===== src/rtl/pc_fetch_gen.sv =====
// pc_fetch_gen: program counter / fetch request generator with redirect, stall and handshake counting.
// Define PC_MISALIGN_TRAP_EN to trap misaligned redirect targets instead of forcing them word-aligned.
module pc_fetch_gen #(
  parameter logic [31:0] RESET_VECTOR = 32'h0000_0000
) (
  input  logic        clk,
  input  logic        rst,
  output logic [31:0] pc_out,
  input  logic [31:0] pc_plus4_in,
  output logic        fetch_valid,
  input  logic        fetch_ready,
  input  logic        stall,
  input  logic        redirect_valid,
  input  logic [31:0] redirect_target,
  output logic [31:0] fetch_count,
  output logic        misalign_err,
  input  logic        err_clear
);
`ifdef PC_MISALIGN_TRAP_EN
  typedef enum logic [1:0] {IDLE, RUN, HOLD, TRAP} state_t;
`else
  typedef enum logic [1:0] {IDLE, RUN, HOLD} state_t;
`endif
  state_t state, state_n;
  logic [31:0] pc_n;
  logic [31:0] tgt;
  logic hs;
  logic err_n;
  assign hs = fetch_valid & fetch_ready;
  assign tgt = {redirect_target[31:2], 2'b00};
`ifdef PC_MISALIGN_TRAP_EN
  logic bad;
  assign bad = |redirect_target[1:0];
`else
  logic unused;
  assign unused = &{1'b0, err_clear, redirect_target[1:0]};
`endif
  always_comb begin
    state_n = state;
    pc_n = pc_out;
    err_n = misalign_err;
    case (state)
      IDLE: state_n = RUN;
      RUN, HOLD: begin
        if (redirect_valid) begin
`ifdef PC_MISALIGN_TRAP_EN
          if (bad) begin
            state_n = TRAP;
            err_n = 1'b1;
          end else
`endif
          begin
            pc_n = tgt;
            state_n = stall ? HOLD : RUN;
          end
        end else if (stall) state_n = HOLD;
        else if (state == HOLD) state_n = RUN;
        else if (hs) pc_n = pc_plus4_in;
      end
`ifdef PC_MISALIGN_TRAP_EN
      TRAP: begin
        state_n = err_clear ? RUN : TRAP;
        err_n = ~err_clear;
      end
`endif
      default: state_n = IDLE;
    endcase
  end
  // fetch_valid is the registered image of "next state is RUN"
  always_ff @(posedge clk) begin
    if (rst) begin
      state <= IDLE;
      pc_out <= RESET_VECTOR;
      fetch_valid <= 1'b0;
      fetch_count <= 32'd0;
    end else begin
      state <= state_n;
      pc_out <= pc_n;
      fetch_valid <= state_n == RUN;
      fetch_count <= fetch_count + {31'd0, hs};
    end
  end
`ifdef PC_MISALIGN_TRAP_EN
  always_ff @(posedge clk) misalign_err <= rst ? 1'b0 : err_n;
`else
  assign misalign_err = 1'b0;
`endif
endmodule

===== config.mk =====
export PLATFORM = sky130hd
export DESIGN_NAME = pc_fetch_gen
export DESIGN_NICKNAME = d
export VERILOG_FILES = /design/src/rtl/pc_fetch_gen.sv
export SDC_FILE = /design/constraint.sdc
export NUM_CORES = 1
export LEC_CHECK = 0
export CELL_PAD_IN_SITES_DETAIL_PLACEMENT = 1
export CELL_PAD_IN_SITES_GLOBAL_PLACEMENT = 1
export CORE_MARGIN = 2
export CORE_UTILIZATION = 27
export DETAILED_ROUTE_END_ITERATION = 8
export HOLD_SLACK_MARGIN = 0.02
export PLACE_DENSITY = 0.72
export SYNTH_ARGS = -nofsm -noshare
export SYNTH_HDL_FRONTEND = slang
export SYNTH_SLANG_ARGS = --single-unit
export TNS_END_PERCENT = 1

===== constraint.sdc =====
create_clock -name clk -period 2.24 [get_ports clk]
set_input_delay 0.224 -clock clk [delete_from_list [all_inputs] [get_ports clk]]
set_output_delay 0.224 -clock clk [all_outputs]
set_load 0.05 [all_outputs]

### Word level (Yosys, flattened, before mapping)

Index checks and enable logic that the tools add are counted.

* $add $sub $neg: 1
* eq/ne operators: 5
* muxes and demuxes: 9
* bitwise operators: 1
* reductions and logical operators: 4

Operator list (count)
* 32-bit 2-to-1 mux: 4
* 32-bit by 1-bit adder with 32-bit output: 1
* 2-bit 2-to-1 mux: 4
* 2-bit by 1-bit equality test with 1-bit output (second input constant): 2
* 2-bit case mux with 2 select lines: 1
* 4-bit AND reduction: 1
* 2-bit equality test (second input constant): 1
* 2-bit zero test: 1
* 2-bit by 1-bit != test with 1-bit output (second input constant): 1
* 2-bit != test (second input constant): 1
* 2-bit nonzero test: 1
* 2-bit OR reduction: 1
* 1-bit AND: 1

* register bits: 67
* input port bits: 70
* output and inout bits: 66
* word-level logic and storage cells: 24

### Logic depth before layout (Yosys ltp)

Gate-level depths: netlist of run 1.

* depth in word-level cells: 6
* gate-level depth with buffers: 8

### Worst setup path after synthesis of run 1

No wires, ideal clock.

* path kind: reg-to-reg
* start: register fetch_valid
* end: register fetch_count[30]
* library setup time: 0.070 ns
* arrival: 2.504 ns
* data required time: 2.170 ns
* slack: -0.335 ns
* cell stages (with the launch flop): 8
* buffers on the path: 0
* cell sequence: dfxtp_1 > and2_1 > ha_1 > ha_1 > nand4_2 > or4_4 > or4_1 > a21oi_1

* word-level cells in the longest chain between the ends: 2

RTL lines
* start: declaration: line 10 `output logic fetch_valid,`
* start signal: assignment: line 74 `fetch_valid <= 1'b0;`
* start signal: assignment: line 79 `fetch_valid <= state_n == RUN;`
* 1-bit AND: line 29 `assign hs = fetch_valid & fetch_ready;`
* 32-bit by 1-bit adder with 32-bit output: line 80 `fetch_count <= fetch_count + {31'd0, hs};`
* end signal: assignment: line 80
* end: declaration: line 15 `output logic [31:0] fetch_count,`

Every way passes these cells.
A chain may end at the register's enable or synchronous reset.

### Final worst setup path of run 1

* start: input port fetch_ready
* end: register fetch_count[30]

* word-level cells in the longest chain between the ends: 2

RTL lines
* start: declaration: line 11 `input logic fetch_ready,`
* 1-bit AND: line 29
* 32-bit by 1-bit adder with 32-bit output: line 80

Every way passes these cells.

==> impl_metrics.ini, run 1 <==
[status]
status = finished clean

[sta]
fmax_ghz = 0.471
hold_slack_ns = 0.219
slew_headroom_pct = 60.9
fin_crit_sh_pct = 94.8
final.setup_skew_ns = 0.00714
hold_viol = 0
worst_slack_ns = 0.117
rsz0062_at_grt = false
fin_tns_setup_ns = 0
period_needed_ns = 2.12
finalSetupViolCount = 0
tightest_slew_ns = 0.583
slew_viol_final = 0

[worst_setup_path]
crit_fanout = 4
required_ns = 2.50
worstSetupPathType = primary input to flop
slowest_delay_ns = 0.53
startpoint = fetch_ready
reg2reg_depth = 7
slowest_stage = or4_4
startpoint_type = primary input
rrSetupSlack_ns = 0.14
cpLargestDelayFamily = simple AND/OR/NAND/NOR gates
r2r-start = fetch_valid$_SDFF_PP0_
crit_chain = clkdlybuf4s50_1, and2_4, ha_4, ha_4, nand4_2, or4_4, or4_4, a21oi_2
worst_setup_path_end_kind = flop
worst-path-buf-inv = 1
timing.rr.end = fetch_count[30]$_SDFF_PP0_
crit_arrival_ns = 2.39

[synth]
synth_edf_count = 0
synth_top_area_share_pct = 42.4
yosys_warnings = 0
synth_top_area_cell = dfxtp_1
synthArstFlopShare_pct = 0
synth_cell_type_count = 43
synth_area_um2 = 3160
ys.flop_type = dfxtp_1
yosys_register_bits = 67
yosysSeqAreaShare_pct = 42.4
netlist_instances = 354
syn-num-nets = 431
synthTopCellsByArea = dfxtp_1, mux2i_1, a211oi_1, nor2_1, a21oi_1
postSynthAreaPerCell_um2 = 8.93

[floorplan]
die_area_um2 = 12600
die_w_um = 112
start_util_pct = 27.7
io_pins = 136
die_height_um = 112
core_region_area_um2 = 11400
rows = 39

[global_routing]
grt_remaining_overflow = 0
grt_pass1_vias = 3428
grt_usage_pct = 16.1
grt_pass1_wl_um = 16500
grt_max_degree = 65
antenna_found_initial = 0

[finish]
layout_common_cells = clkdlybuf4s50_1, dfxtp_1, nor2_1
final_layout_size_suffix_gt1_share_pct = 13.5
layout_commonest_cell = clkdlybuf4s50_1
nFillCells = 1330
area_growth_pct = 59.9
design_area_um2 = 5060
fin_nets = 571
antenna_cells = 0

[clocking]
clk_pin_slew_ns = 0.06
clockBufferDepth = 2
ctsRootBufferMaster = clkbuf_16
worstSkewPairLatency_ns = 0.33
cts.sinks = 67
cts_tree = yes
cts-buffers-inserted = 9
htree_levels = 3

[pwr]
p_switching_mw = 1.04
power_mw = 3.49
peakVddDrop_mv = 0.376
swShare_pct = 29.9
p_int_mw = 2.44
power_frac_comb_pct = 23.7
leakage_nw = 1.82
p_per_area_nw_per_um2 = 689
clockPowerShare_pct = 38.3
p_seq_share_pct = 37.9

[hold_path]
worst_hold_path_type = primary input to flop
whs_endpoint = fetch_count[15]$_SDFF_PP0_
whs_path_depth = 2
min_from = rst

[place]
gp_congestion = 0.799
post_dp_cell_area_um2 = 4740
pre_cts_slack_ns = -0.279
io_buffers = 131
dp_hpwl_um = 7710

[run]
maxCapViolCount = 0

[route]
dr_total_vias = 3217
drtPass1Iterations = 4
wl_per_cell_um = 15.4
drcViolationCount = 0
routed_wl_um = 9900
via_per_inst = 5.02
drt-initial-drc-count = 100
antenna_left = 0
==> cell usage after synthesis, drive strengths merged (2+ instances only) <==
cell and number:
a211oi 30, or3 9, nor3 6, nor2b 3, nand2 8, nand3 13
nand2b 6, inv 10, o21ai 7, xnor2 5, nand4 14, ha 7
dfxtp 67, or4 8, and3 2, mux2i 30, and2 2, nor4 5
o31ai 5, a31o 5, xor2 5, buf 3, nor2 48, a21oi 21
clkbuf 21
==> worst max-delay path by stage <==
| stage | endpoint | slack, ns | depth (start not counted) |
|---|---|---|---|
| after global placement | fetch_count[30]$_SDFF_PP0_ | -0.22 | 8 |
| after detailed placement | fetch_count[31]$_SDFF_PP0_ | -0.28 | 7 |
| after floorplan | fetch_count[31]$_SDFF_PP0_ | -0.009 | 7 |
| final | fetch_count[30]$_SDFF_PP0_ | 0.12 | 8 |
| after CTS | fetch_count[31]$_SDFF_PP0_ | 0.07 | 7 |
| after global routing | fetch_count[31]$_SDFF_PP0_ | 0.04 | 7 |
==> state kept, by name, indices dropped and copies added, names as in the netlist <==
name and cells:
fetch_count 32, pc_out 32, state 2, fetch_valid 1
==> cells by family after synthesis <==
| group | after synthesis | synth area share [%] |
|---|---|---|
| buffers and inverters | 34 | 4.27 |
| DFF | 67 | 42.4 |
| adders and majority gates | 7 | 2.77 |
| AOI/OAI and AO/OA | 74 | 15.7 |
| xor gates and xnor gates | 10 | 2.77 |
| muxes | 31 | 9.85 |
| and+or+nand+nor | 130 | 22.1 |
| other | 1 | 0.119 |
==> what timing repair did <==
action / 4_1_cts / 5_1_grt
setup endpoints to repair: 0 / 4
resized for setup: 0 / 6
setup buffers: 0 / 0
hold endpoints to repair: 0 / 0
hold buffers: 0 / 0
==> power by group through the flow <==
stage,clock network [mW],registers [mW],logic [mW]
global route,1.42,1.34,0.883
detailed placement,0,1.35,0.831
global placement,0,1.34,0.817
CTS,1.37,1.32,0.833
floorplan,0,1.61,0.227
finish,1.34,1.32,0.827
==> metal layers <==
layer | share of wire [%] | global-route usage (%)
met5 | 0 | 0
met4 | 1.1 | 4.88
met3 | 8.0 | 5.89
met2 | 49 | 28.8
met1 | 41 | 17.9
==> cell type report <==
| cell class | count | area (um^2) | area share, % |
|---|---|---|---|
| Clock buffer | 13 | 270 | 5.35 |
| Clock inverter | 2 | 10.0 | 0.198 |
| Inverter | 10 | 37.5 | 0.742 |
| Multi-Input combinational cell | 253 | 1720 | 34.1 |
| Sequential cell | 67 | 1360 | 26.9 |
| Tap cell | 143 | 179 | 3.54 |
| Timing Repair Buffer | 153 | 1480 | 29.3 |
==> worst register-to-register path, stage by stage, from the launching register on <==
cell and delay, ns:
dfxtp_4 0.34, and2_4 0.16, ha_4 0.14, ha_4 0.13, nand4_2 0.08, or4_4 0.52
or4_4 0.53, a21oi_2 0.14
==> metrics by stage <==
stage,instances,utilization (%)
2_1_floorplan,354,-
3_3_place_gp,626,41.5
3_5_place_dp,626,41.5
4_1_cts,641,44.0
5_1_grt,641,44.3
6_report,641,44.3
(Power assumes the default switching activity.)
==> run 2, diff against run 1 <==
--- a/config.mk
+++ b/config.mk
@@ -8,10 +8,10 @@
 export CELL_PAD_IN_SITES_DETAIL_PLACEMENT = 1
 export CELL_PAD_IN_SITES_GLOBAL_PLACEMENT = 1
 export CORE_MARGIN = 2
-export CORE_UTILIZATION = 27
+export CORE_UTILIZATION = 30
 export DETAILED_ROUTE_END_ITERATION = 8
 export HOLD_SLACK_MARGIN = 0.02
-export PLACE_DENSITY = 0.72
+export PLACE_DENSITY = 0.76
 export SYNTH_ARGS = -nofsm -noshare
 export SYNTH_HDL_FRONTEND = slang
 export SYNTH_SLANG_ARGS = --single-unit
==> constraint.sdc (replaced) <==
create_clock -name clk -period 2.1 [get_ports clk]
set_input_delay 0.21 -clock clk [delete_from_list [all_inputs] [get_ports clk]]
set_output_delay 0.21 -clock clk [all_outputs]
set_load 0.05 [all_outputs]
==> run 2 against run 1 <==
  * Routed wire length is 0.38% lower
  * Critical path depth unchanged
  * Highest routed layer unchanged
  * Clock power fell by 28%
  * Critical endpoint unchanged
  * Utilization increased by 3.7 points
  * Worst hold slack improved by 0.029 ns
==> impl_metrics.ini, run 2 (synthesis gave the netlist of run 1 again) <==
[finish]
layout_commonest_cell = clkdlybuf4s50_1
final_layout_size_suffix_gt1_share_pct = 14.3
antenna_cells = 0
fin_nets = 570
layout_common_cells = clkdlybuf4s50_1, dfxtp_1, nor2_1
final_core_util_pct = 48.0
design_area_um2 = 4940
area_growth_pct = 56.1
finalNonFillerCells = 634
reg_top3 = fetch_count: 32 flops, pc_out: 32 flops, state: 2 flops

[clocking]
cts_tree = yes
cts-buffers-inserted = 9
htree_levels = 3
ctsRootBufferMaster = clkbuf_8
clk_pin_slew_ns = 0.07
clockBufferDepth = 2
cts_hold_buf = 0
cts.sinks = 67
worstSkewPairLatency_ns = 0.35
post-cts-setup-buffers = 0
cts_resized = 0

[pwr]
p_per_area_nw_per_um2 = 659
peakVddDrop_mv = 0.308
power_mw = 3.26
leakage_nw = 1.77

[route]
drtPass1Iterations = 4
drcViolationCount = 0
dr_total_vias = 3193
antenna_left = 0
drt-initial-drc-count = 38
routed_wl_um = 9860
wl_per_cell_um = 15.5
via_per_inst = 5.04

[sta]
rsz0062_at_grt = false
hold_slack_ns = 0.248
period_needed_ns = 2.03
slew_headroom_pct = 61.4
hold_viol = 0
tightest_slew_ns = 0.578
fin_crit_sh_pct = 96.6
slew_viol_final = 0
fmax_ghz = 0.493
final.setup_skew_ns = 0.00693
finalSetupViolCount = 0
fin_tns_setup_ns = 0
worst_slack_ns = 0.0710

[worst_setup_path]
required_ns = 2.38
rrSetupSlack_ns = 0.08
timing.rr.end = fetch_count[30]$_SDFF_PP0_
r2r-start = fetch_valid$_SDFF_PP0_
worst_setup_path_end_kind = flop
crit_fanout = 3
reg2reg_depth = 7
startpoint_type = primary input
crit_arrival_ns = 2.31
worstSetupPathType = primary input to flop
startpoint = fetch_ready

[global_routing]
grt_max_degree = 65
grt_pass1_vias = 3360
grt_usage_pct = 18.3
grt_pass1_wl_um = 16500
antenna_found_initial = 0
grt_remaining_overflow = 0

[floorplan]
die_w_um = 107
core_region_area_um2 = 10300
die_height_um = 107
start_util_pct = 30.8
rows = 37
io_pins = 136
die_area_um2 = 11400

[place]
pre_cts_slack_ns = -0.277
dp_hpwl_um = 7640
post_dp_cell_area_um2 = 4760
io_buffers = 131
dp_cells = 618
gp_congestion = 0.789

[hold_path]
whs_endpoint = pc_out[0]$_SDFFE_PP0P_
worst_hold_path_type = primary input to flop
min_from = redirect_valid
whs_path_depth = 4

[status]
status = finished clean

[run]
maxCapViolCount = 0
==> run 2: worst max-delay path by stage <==
| stage | end | depth (start not counted) |
|---|---|---|
| finish | fetch_count[30]$_SDFF_PP0_ | 8 |
| detailed placement | fetch_count[31]$_SDFF_PP0_ | 7 |
| global placement | fetch_count[30]$_SDFF_PP0_ | 8 |
| CTS | fetch_count[30]$_SDFF_PP0_ | 7 |
| floorplan | fetch_count[30]$_SDFF_PP0_ | 4 |
| global route | fetch_count[30]$_SDFF_PP0_ | 7 |
==> run 2: power by group <==
group / total [mW] / switching, mW / internal [mW]
registers: 1.41 / 0.0489 / 1.36
logic: 0.880 / 0.523 / 0.357
clock network: 0.967 / 0.512 / 0.455
total: 3.26 / 1.08 / 2.17
==> run 2: metal layers <==
layer / part of all wire, % / vias up / global-route usage, %
li1: - / 1576 / -
met1: 40 / 1499 / 20.0
met2: 48 / 109 / 31.1
met3: 11 / 9 / 9.30
met4: 1.1 / 0 / 5.10
met5: 0 / - / 0
==> run 2: final cells by class <==
cell class	instances	area [um^2]
fillers	1240	5340
clock inverters	5	28.8
repair buffers	152	1470
well taps	136	170
clock buffers	11	141
inverters	10	37.5
flip-flops and latches	67	1360
multi-input cells	253	1720
==> run 2: critical path, cell delays in order <==
cell and delay [ns]:
clkdlybuf4s50_1 0.48, and2_4 0.16, ha_4 0.14, ha_4 0.14, nand4_2 0.08, or4_4 0.44
or4_1 0.51, a21oi_1 0.15
==> run 3, diff against run 2 <==
--- a/config.mk
+++ b/config.mk
@@ -9,9 +9,10 @@
 export CELL_PAD_IN_SITES_GLOBAL_PLACEMENT = 1
 export CORE_MARGIN = 2
 export CORE_UTILIZATION = 30
+export CTS_BUF_LIST = sky130_fd_sc_hd__clkbuf_16
 export DETAILED_ROUTE_END_ITERATION = 8
 export HOLD_SLACK_MARGIN = 0.02
-export PLACE_DENSITY = 0.76
+export PLACE_DENSITY = 0.9
 export SYNTH_ARGS = -nofsm -noshare
 export SYNTH_HDL_FRONTEND = slang
 export SYNTH_SLANG_ARGS = --single-unit
==> run 3 against run 2 <==
  * The flow now finishes with violations (setup timing)
  * Non-clock buffer count is 5 higher
  * Highest routed layer unchanged
  * Sequential share of layout area decreased by 1.1 points
  * Sequential power about the same
  * Critical path depth shrank 1
  * Cell area up 4.0%
  * Worst hold slack better by 0.084 ns
==> impl_metrics.ini, run 3 (synthesis gave the netlist of run 1 again) <==
[status]
status = finished, violations left
violations = setup timing

[clocking]
cts_hold_buf = 0
worstSkewPairLatency_ns = 0.32
cts_tree = yes
cts.sinks = 67
clockBufferDepth = 2
htree_levels = 3
clk_pin_slew_ns = 0.06
cts-buffers-inserted = 9
ctsRootBufferMaster = clkbuf_16

[route]
antenna_left = 0
drtPass1Iterations = 4
routed_wl_um = 10700
via_per_inst = 5.16
wl_per_cell_um = 16.8
drcViolationCount = 0
drt-initial-drc-count = 83
dr_total_vias = 3298

[finish]
final_layout_size_suffix_gt1_share_pct = 16.1
layout_commonest_cell = clkdlybuf4s50_1
area_growth_pct = 62.3
nFillCells = 1157
layout_common_cells = clkdlybuf4s50_1, dfxtp_1, nor2_1
reg_top3 = fetch_count: 32 flops, pc_out: 32 flops, state: 2 flops
antenna_cells = 0
finalNonFillerCells = 639
fin_nets = 575

[sta]
slew_headroom_pct = 63.7
tightest_slew_ns = 0.542
final.setup_skew_ns = 0.00855
hold_viol = 0
slew_viol_final = 0
rsz0062_at_grt = true
period_needed_ns = 2.12
worst_slack_ns = -0.0199
finalSetupViolCount = 1
fin_crit_sh_pct = 101
fin_tns_setup_ns = -0.0199
fmax_ghz = 0.472
hold_slack_ns = 0.332

[global_routing]
grtUsageMet1_pct = 20.9
grt_pass1_wl_um = 17200
busiest_layer = met2
grt_max_degree = 55
grt_remaining_overflow = 0
met3_usage_pct = 4.92
grt_pass1_vias = 3418
met2_usage_pct = 34.3
antenna_found_initial = 0
grt_usage_pct = 18.8

[place]
gp_congestion = 0.819
dp_hpwl_um = 7890
dp_cells = 620
pre_cts_slack_ns = -0.331
io_buffers = 131

[worst_setup_path]
worstSetupPathType = flop to flop
crit_fanout = 3
startpoint_type = flop
worst_setup_path_end_kind = flop
r2r-start = fetch_valid$_SDFF_PP0_
critical_path.endpoint = fetch_count[30]$_SDFF_PP0_
crit_arrival_ns = 2.37
startpoint = fetch_valid$_SDFF_PP0_
rrSetupSlack_ns = -0.02
reg2reg_depth = 7
required_ns = 2.35
timing.rr.end = fetch_count[30]$_SDFF_PP0_

[run]
maxCapViolCount = 0

[floorplan]
die_height_um = 107
die_area_um2 = 11400
rows = 37
die_w_um = 107
core_region_area_um2 = 10300
io_pins = 136
start_util_pct = 30.8

[pwr]
p_per_area_nw_per_um2 = 736
peakVddDrop_mv = 0.321
power_mw = 3.78
leakage_nw = 1.85

[hold_path]
min_from = rst
worst_hold_path_type = primary input to flop
## run 3: worst min path at each step
stage / to / slack, ns / cells after the start
after detailed placement: pc_out[1]$_SDFFE_PP0P_ / 0.46 / 2
after global placement: pc_out[1]$_SDFFE_PP0P_ / 0.46 / 2
after floorplan: fetch_valid$_SDFF_PP0_ / 0.31 / 1
final: fetch_count[6]$_SDFF_PP0_ / 0.33 / 2
after global routing: fetch_count[11]$_SDFF_PP0_ / 0.36 / 2
after CTS: fetch_count[6]$_SDFF_PP0_ / 0.32 / 2
## run 3: area by class of cell
class	count	area [um^2]	share of cell area, %
inverters	10	37.5	0.731
multi-input cells	253	1760	34.2
flip-flops and latches	67	1360	26.6
repair buffers	157	1510	29.4
clock inverters	7	68.8	1.34
well taps	136	170	3.32
clock buffers	9	225	4.39
## run 3: what timing repair did
item                       in CTS  in global routing
pin swaps                       1                  7
setup endpoints to repair       3                  5
setup buffers                   0                  3
resized for setup               3                  5
## run 3: through the flow
step	util (%)	area, um^2
5_1_grt	49.9	5130
3_3_place_gp	46.5	4780
4_1_cts	49.5	5080
2_1_floorplan	-	3220
6_report	49.9	5130
3_5_place_dp	46.5	4780
## run 3: critical path, stage by stage (launching register included)
cell	delay [ns]
dfxtp_4	0.35
and2_4	0.16
ha_4	0.14
ha_4	0.14
nand4_4	0.07
or4_4	0.51
or4_4	0.50
a21oi_2	0.17
## run 3: where the power goes
group	total [mW]	switching, mW	leakage (nW)	internal, mW
logic	0.887	0.526	1.16	0.362
clock network	1.48	0.565	0.131	0.912
registers	1.41	0.0505	0.554	1.36
## run 3: routing by layer
layer / part of all wire (%) / up-vias / wire [um]
li1: - / 1585 / -
met1: 39 / 1573 / 4170
met2: 53 / 125 / 5660
met3: 6.5 / 15 / 693
met4: 1.8 / 0 / 188
met5: 0 / - / 0
==> RTL change: new RTL, settings of run 2 <==
Re-encode `state_t` (3 states) as one-hot, 3 bits wide.
--- a/src/rtl/pc_fetch_gen.sv
+++ b/src/rtl/pc_fetch_gen.sv
@@ -20,5 +20,5 @@
   typedef enum logic [1:0] {IDLE, RUN, HOLD, TRAP} state_t;
 `else
-  typedef enum logic [1:0] {IDLE, RUN, HOLD} state_t;
+  typedef enum logic [2:0] {IDLE = 3'b001, RUN = 3'b010, HOLD = 3'b100} state_t;
 `endif
   state_t state, state_n;
Check against the original RTL: no difference found for any inputs over 10 cycles, from zero or initial values and one cycle with rst high; not proved beyond that.
==> RTL change against run 2 <==
  * Register-to-register slack better by 50 ps
  * Total power is 6.5% higher
  * Sequential cell count is 1 higher
  * First-iteration DRC count is 140% higher
  * Core utilization is 1.1 points lower
  * Routed wire length is 9.1% higher
  * Cell area is 7.1% higher
  * Synthesized area is 8.5% higher
  * Setup slack better by 38 ps
==> RTL change: results (changes against run 2) <==
- The count of routing violations after the opening detailed-route iteration is 93 (+140%).
- The count of different cell masters after synthesis is 42 (-2.3%).
- The number of global-route vias before repair is 3557 (+5.9%).
- The worst hold path startpoint is rst.
- The switching power was 0.9370 mW (-14%).
- The run finished with clean final reports.
- The met2 routing resource usage after global routing was 30.39% (-0.69 points).
- The number of cells on the worst hold path came to 2 (-2).
- The adder-cell share of the synthesized area is 0.7294% (-2.0 points).
- The delay contributed by the slowest stage of the critical path was 460 ps (-50 ps).
- The global-route met3 utilization is 6.725% (-2.6 points).
- The count of fill cells added during filler insertion is 1311 (+5.7%).
- The post-synth net total came to 455 (+5.6%).
- The worst reg2reg path endpoint is fetch_count[28].
- The clock transition time at the flip-flop clock pins of the worst setup and hold paths is 50 ps (-20 ps).
- The synthesized instance count is 383 (+8.2%).
- The routed length on met2 was 5188 µm (+9.9%).
- The share of total power in sequential cells came to 40.1% (-3.2 points).
- The aggregate global-route resource usage is 17.99% (-0.28 points).
- The instance count after placement with tap cells included was 651 (+5.3%).
- The clock root buffer is sky130_fd_sc_hd__clkbuf_16.
- The fraction of the yosys area taken by sequential cells is 39.68% (-2.7 points).
- The count of nets after finishing came to 591 (+3.7%).
- The via count of the routed design came to 3420 (+7.1%).
- The global-route wire length before repair came to 17920 µm (+8.9%).
- The capture endpoint of the worst hold path is fetch_count[3].
- The multiplexer share of the synthesized area is 11.42% (+1.6 points).
- The maximum number of pins on one net before global-route repair is 31 (-52%).
- The routed metal-1 wirelength is 4640 µm (+17%).
- The HPWL after detailed placement was 8208 µm (+7.4%).
- The worst hold margin came to 356.2 ps (+108.0 ps).
- The met1 global-route usage is 21.38% (+1.4 points).
- The clock network latency to the later pin of the worst-skew pair is 330 ps (-20 ps).
- The average routed wire per standard cell is 16.18 µm (+4.0%).
- The largest registers in the layout are fetch_count (32), pc_out (32), state (3).
- The peak supply drop is 0.0003115 V (+1.1%).
- The signal arrival time at the worst endpoint is 2200 ps (-110 ps).
- The synthesis-to-finish area growth is 54.08%.
- The share of final-layout standard cells stronger than drive strength 1 came to 15.13% (+0.88 points).
- The final weighted congestion of routability-driven global placement was 0.7969 (+1.0%).
- The clock tree skew after final layout is 5.929 ps (-0.9963 ps).
[RTL change: changes by cell type after synthesis, sizes merged, moves of 4 or more]
cell / before / now
nand4: 14 / 9
mux2: 1 / 33
nor2b: 3 / 9
a31o: 5 / 0
nor3: 6 / 1
mux2i: 30 / 2
nand2: 8 / 16
clkbuf: 21 / 26
ha: 7 / 2
a211oi: 30 / 60
nor2: 48 / 16
a21oi: 21 / 17
nand2b: 6 / 0
inv: 10 / 35
[RTL change: final cells by class]
type	instances	share of cell area, %
multi-input cells	250	34.49
repair buffers	155	28.59
flip-flops and latches	68	25.80
clock buffers	13	5.112
well taps	143	3.385
inverters	35	2.485
clock inverters	1	0.1420
[RTL change: what timing repair did]
| item | CTS | global route |
|---|---|---|
| resized for setup | 0 | 1 |
| setup endpoints to repair | 0 | 1 |
| setup buffers | 0 | 0 |
